===== config.mk =====
export PLATFORM = sky130hd
export DESIGN_NAME = split_target_queue
export DESIGN_NICKNAME = d
export VERILOG_FILES = /design/src/rtl/split_target_queue.sv
export SDC_FILE = /design/constraint.sdc
export NUM_CORES = 2
export LEC_CHECK = 0
export CAP_MARGIN = 40
export CORE_ASPECT_RATIO = 2
export CORE_UTILIZATION = 50
export DETAILED_ROUTE_END_ITERATION = 10
export PLACE_DENSITY = 0.76
export SETUP_SLACK_MARGIN = 0.2
export SLEW_MARGIN = 20
export SYNTH_ARGS = -nofsm -noshare
export SYNTH_HDL_FRONTEND = slang
export SYNTH_SLANG_ARGS = --single-unit

===== constraint.sdc =====
create_clock -name clk -period 5.4 [get_ports clk]
set_input_delay 0.81 -clock clk [delete_from_list [all_inputs] [get_ports clk]]
set_output_delay 0.81 -clock clk [all_outputs]
set_load 0.03 [all_outputs]

===== src/rtl/split_target_queue.sv =====
// Split-capable bus target with an in-order queue of deferred reads.
// Writes complete immediately; reads are split, aged and returned FIFO.
module split_target_queue #(
    parameter int DATA_WIDTH   = 8,
    parameter int ADDR_WIDTH   = 16,
    parameter int MEM_DEPTH    = 256,
    parameter int READ_LATENCY = 4,
    parameter int MAX_PENDING  = 4
) (
    input  logic                  clk,
    input  logic                  rst,
    input  logic [ADDR_WIDTH-1:0] target_addr_in,
    input  logic                  target_addr_in_valid,
    input  logic                  target_rw,
    input  logic [DATA_WIDTH-1:0] target_data_in,
    input  logic                  target_data_in_valid,
    input  logic                  split_grant,
    output logic                  split_req,
    output logic [DATA_WIDTH-1:0] target_data_out,
    output logic                  target_data_out_valid,
    output logic                  target_ack,
    output logic                  target_split_ack,
    output logic                  target_ready,
    output logic [$clog2(MAX_PENDING+1)-1:0] pending_count
);

    localparam int IDX_W = (MEM_DEPTH > 1) ? $clog2(MEM_DEPTH) : 1;
    localparam int CNT_W = $clog2(MAX_PENDING + 1);
    localparam int PTR_W = (MAX_PENDING > 1) ? $clog2(MAX_PENDING) : 1;

    localparam logic [0:0] IDLE            = 1'b0;
    localparam logic [0:0] WAIT_WRITE_DATA = 1'b1;

    logic [0:0]            state;
    logic [IDX_W-1:0]      wr_idx;
    logic [IDX_W-1:0]      req_idx;
    logic [DATA_WIDTH-1:0] mem    [MEM_DEPTH];
    logic [DATA_WIDTH-1:0] q_data [MAX_PENDING];
    logic [7:0]            q_cnt  [MAX_PENDING];
    logic [PTR_W-1:0]      rd_ptr;
    logic [PTR_W-1:0]      wr_ptr;
    logic [CNT_W-1:0]      count;
    logic                  full;
    logic                  honour;
    logic                  accept;
    logic                  push;
    logic                  wr_now;
    logic                  wr_late;
    logic                  head_rdy;

    function automatic logic [PTR_W-1:0] nxt(input logic [PTR_W-1:0] p);
        return (p == PTR_W'(MAX_PENDING - 1)) ? '0 : p + PTR_W'(1);
    endfunction

    assign req_idx  = target_addr_in[IDX_W-1:0];
    assign full     = (count == CNT_W'(MAX_PENDING));
    assign honour   = split_req && split_grant;
    // Blocking accepts on a grant edge keeps write and read acks apart
    assign target_ready = (state == IDLE) && !(!target_rw && full) && !honour;
    assign accept   = target_addr_in_valid && target_ready;
    assign push     = accept && !target_rw;
    assign wr_now   = accept && target_rw && target_data_in_valid;
    assign wr_late  = (state == WAIT_WRITE_DATA) && target_data_in_valid;
    // Head is ready once its counter reaches zero on this edge
    assign head_rdy = (count != '0) && (q_cnt[rd_ptr] <= 8'd1);
    assign pending_count = count;

    wire unused_addr = ^target_addr_in;

    always_ff @(posedge clk) begin
        if (!rst) begin
            if (wr_now)
                mem[req_idx] <= target_data_in;
            else if (wr_late)
                mem[wr_idx] <= target_data_in;
        end
    end

    always_ff @(posedge clk or posedge rst) begin
        if (rst) begin
            state            <= IDLE;
            wr_idx           <= '0;
            target_ack       <= 1'b0;
            target_split_ack <= 1'b0;
        end else begin
            target_ack       <= wr_now || wr_late || honour;
            target_split_ack <= push;
            unique case (state)
                IDLE: begin
                    if (accept && target_rw && !target_data_in_valid) begin
                        wr_idx <= req_idx;
                        state  <= WAIT_WRITE_DATA;
                    end
                end
                WAIT_WRITE_DATA: begin
                    if (target_data_in_valid)
                        state <= IDLE;
                end
                default: state <= IDLE;
            endcase
        end
    end

    always_ff @(posedge clk or posedge rst) begin
        if (rst) begin
            rd_ptr                <= '0;
            wr_ptr                <= '0;
            count                 <= '0;
            split_req             <= 1'b0;
            target_data_out       <= '0;
            target_data_out_valid <= 1'b0;
            for (int i = 0; i < MAX_PENDING; i++) begin
                q_data[i] <= '0;
                q_cnt[i]  <= '0;
            end
        end else begin
            for (int i = 0; i < MAX_PENDING; i++) begin
                if (q_cnt[i] != 8'd0)
                    q_cnt[i] <= q_cnt[i] - 8'd1;
            end
            // Data is captured at accept so later writes cannot alter it
            if (push) begin
                q_data[wr_ptr] <= mem[req_idx];
                q_cnt[wr_ptr]  <= 8'(READ_LATENCY);
                wr_ptr         <= nxt(wr_ptr);
            end
            if (honour) begin
                target_data_out <= q_data[rd_ptr];
                rd_ptr          <= nxt(rd_ptr);
            end
            target_data_out_valid <= honour;
            split_req             <= !honour && head_rdy;
            unique case ({push, honour})
                2'b10:   count <= count + CNT_W'(1);
                2'b01:   count <= count - CNT_W'(1);
                default: count <= count;
            endcase
        end
    end

endmodule


==> flow_metrics.py <==
metrics = {
    "status": {
        "status": "finished, final reports clean",
    },
    "layout": {
        "num-nets-final": 4400,
        "syn_to_final_growth_pct": 11.5,
        "drive_gt1_share_pct": 24.6,
    },
    "placed_design": {
        "hpwlAfterDp_mm": 144,
        "portBuffers": 37,
        "gp_congestion": 0.948,
    },
    "yosys": {
        "synth_fp_nets": 4151,
        "synth_edf_count": 2048,
        "ys.flop_type": "edfxtp_1",
        "yosysSeqAreaShare_pct": 75.9,
        "ys_ff_latch": 2140,
        "syn_area_per_cell_um2": 20.5,
        "synth_async_sr_flop_share_pct": 4.30,
        "ys_types": 70,
        "netlist_instances": 4106,
        "syn_area_um2": 84000,
        "yosys_warnings": 0,
    },
    "die": {
        "rows": 212,
        "die_width_um": 292,
        "die_y_um": 582,
        "initial_core_util_pct": 50.4,
        "ios": 46,
        "die_area_um2": 170000,
        "fp.coreArea_um2": 167000,
    },
    "worst_setup_path": {
        "cp-start-kind": "primary input",
        "crit_buf_inv": 1,
        "worstSetupPathType": "primary input to flip-flop",
        "critPathMaxFanout": 16,
        "slowest_delay_ns": 0.94,
        "cp_slowest_cell": "clkdlybuf4s50_1",
        "end_kind": "flip-flop",
        "critPathRequiredTime_ns": 5.84,
        "crit_family": "simple AND/OR/NAND/NOR gates",
        "rr_worst_depth": 6,
        "worstPathCellList": "clkdlybuf4s50_1 -> nand2b_1 -> o21ai_1 -> nand2_1 -> nor2_1",
        "cp.arrival_ns": 4.74,
        "path_depth": 5,
    },
    "timing": {
        "rsz0062_at_grt": "false",
        "slew_violations": 0,
        "worst_pin_slew_ns": 1.28,
        "setup_viol": 0,
        "fmax_mhz": 233,
        "post-route-min-period_ns": 4.30,
        "skew_ns": 0.0337,
        "whs_ns": 0.200,
        "report.final.hold_viol_count": 0,
        "setup_tns_ns": 0,
        "fin_crit_sh_pct": 79.5,
        "slew-limit-headroom_pct": 14.6,
    },
    "power_and_ir_drop": {
        "p_sw_mw": 7.76,
        "swShare_pct": 22.5,
        "combPwrFrac_pct": 8.2,
        "leakagePower_nw": 29.7,
        "intPower_mw": 26.7,
        "vdd_drop_max_mv": 0.319,
        "powerDensity_nw_per_um2": 368,
        "clockPowerShare_pct": 37.3,
        "seq_power_share_pct": 54.5,
    },
    "cts": {
        "cts_setup_buffers": 0,
        "cts_made_buffers": 169,
        "clock_latency_ns": 0.84,
        "cts.sinks": 2140,
        "cts_tree": "yes",
        "cts_resized": 0,
        "cts-root-buf": "clkbuf_16",
        "cts_hold_buf": 0,
        "cts-htree-levels": 4,
        "clkTransAtPathRegs_ns": 0.07,
        "clockBufferDepth": 4,
    },
    "detailed_routing": {
        "dr.pass1.iters": 8,
        "vias": 42800,
        "antenna_left": 0,
        "routed_via_density": 6.47,
        "drc": 0,
        "drt_iter0_markers": 4939,
        "wire_per_inst_um": 33.5,
        "drt-total-wl_mm": 222,
    },
    "grt": {
        "grt_overflow": 0,
        "grt_usage_pct": 26.2,
        "first_global_vias": 44300,
        "grt_pass1_wl_mm": 315,
        "antenna_found_initial": 5,
        "grt_max_degree": 185,
    },
    "min_path": {
        "hold_path.class": "primary input to asynchronous set/reset pin",
    },
    "run": {
        "max-cap-violations": 0,
    },
}
[layer usage]
| layer | wire, µm | GRT usage (%) | part of all wire, % |
|---|---|---|---|
| met4 | 22600 | 22.2 | 10 |
| met5 | 43 | 0 | 0.019 |
| met2 | 116000 | 46.0 | 52 |
| met1 | 66000 | 27.3 | 30 |
| met3 | 17400 | 4.00 | 7.9 |
[worst paths after layout]
check | start | end | slack [ns]
worst max-delay path | target_addr_in[5] | mem[38][0]$_DFFE_PP_ | 1.10
worst min-delay path | rst | rd_ptr[1]$_DFFE_PP0P_ | 0.20
min in group clk | target_data_in[7] | mem[170][7]$_DFFE_PP_ | 0.27
worst max register to register | state$_DFF_PP0_ | mem[38][0]$_DFFE_PP_ | 1.36
max in group asynchronous | rst | q_cnt[10]$_DFF_PP0_ | 3.82
worst min register to register | q_data[21]$_DFFE_PP0P_ | q_data[21]$_DFFE_PP0P_ | 0.49
[through the flow]
step | instance area [µm²] | cells | worst slack [ns] | power, mW | util, %
floorplan | 84000 | 4106 | 0.211 | 20.8 | -
CTS | 93500 | 6603 | 1.29 | 34.5 | 56.0
global placement | 87700 | 6296 | -0.0334 | 21.8 | 52.6
finish | 93700 | 6622 | 1.10 | 34.4 | 56.1
global route | 93700 | 6621 | 1.27 | 35.2 | 56.1
detailed placement | 87900 | 6307 | 0.446 | 21.9 | 52.7
[cells in the mapped netlist (10+ instances only)]
master / count / share of area, %
buf_6: 30 / 0.40
o21ai_0: 34 / 0.20
buf_2: 45 / 0.27
buf_12: 14 / 0.33
xor2_1: 11 / 0.11
nor4_1: 10 / 0.074
nor2b_1: 13 / 0.097
nor2_1: 358 / 1.6
buf_8: 10 / 0.18
nand3b_1: 10 / 0.089
a22oi_1: 85 / 0.76
and2_1: 15 / 0.11
mux2_2: 31 / 0.42
buf_4: 21 / 0.19
mux4_2: 506 / 14
ha_1: 14 / 0.21
o21ai_1: 29 / 0.17
inv_1: 25 / 0.11
a21oi_1: 60 / 0.36
o221ai_1: 15 / 0.16
dfrtp_1: 92 / 2.7
xnor2_1: 20 / 0.21
a211oi_1: 21 / 0.19
mux2i_1: 77 / 0.92
clkbuf_1: 102 / 0.46
o22ai_1: 41 / 0.31
nor3_1: 29 / 0.17
edfxtp_1: 2048 / 73
nand3_1: 38 / 0.23
nand2_1: 167 / 0.75
[registers in the layout (all words and copies together) (netlist names)]
register	flops
mem	2048
pending_count	3
q_cnt	32
q_data	32
rd_ptr	2
split_req	1
state	1
target_ack	1
target_data_out	8
target_data_out_valid	1
target_split_ack	1
wr_idx	8
wr_ptr	2
[area by class of cell]
class                   count  area [µm²]
fillers                 11800       73200
flip-flops and latches   2140       63800
multi-input cells        1708       18600
clock buffers             194        4460
repair buffers            310        2920
well taps                2140        2680
clock inverters           102        1130
inverters                  26        98.8
diodes                      2        5.00
[placed cells by master (no fill, tap or decap), drive strengths merged, types with 10 or more instances in the layout]
master and instances:
a22oi 85, nand2 167, buf 277, o22ai 41, nor2 358, nor4 10
o21ai 67, clkinv 65, clkbuf 202, clkinvlp 12, nor2b 13, mux2i 77
xor2 11, ha 14, a211oi 22, dfrtp 92, edfxtp 2048, bufinv 24
a21oi 60, xnor2 20, mux2 31, nand3b 10, o221ai 15, inv 27
o31ai 13, nor3 29, mux4 512, clkdlybuf4s50 24, and2 16, nand3 38
[cell families after synthesis]
group                    Yosys count  synth area share [%]
XOR/XNOR                          31                 0.323
flip-flops                      2140                  75.9
multiplexers                     620                  15.1
AND/OR/NAND/NOR                  684                  3.47
buffers and inverters            258                  1.99
adder cells (fa/ha/maj)           15                 0.232
AO/OA/AOI/OAI                    358                  2.95
[power by group through the flow]
stage	combinational, mW	sequential [mW]	clock (mW)
6_report	2.81	18.8	12.9
5_1_grt	2.97	18.8	13.4
4_1_cts	2.76	18.8	12.9
3_5_place_dp	2.74	19.2	0
3_3_place_gp	2.63	19.1	0
2_1_floorplan	1.63	19.1	0
(Power assumes the default switching activity.)
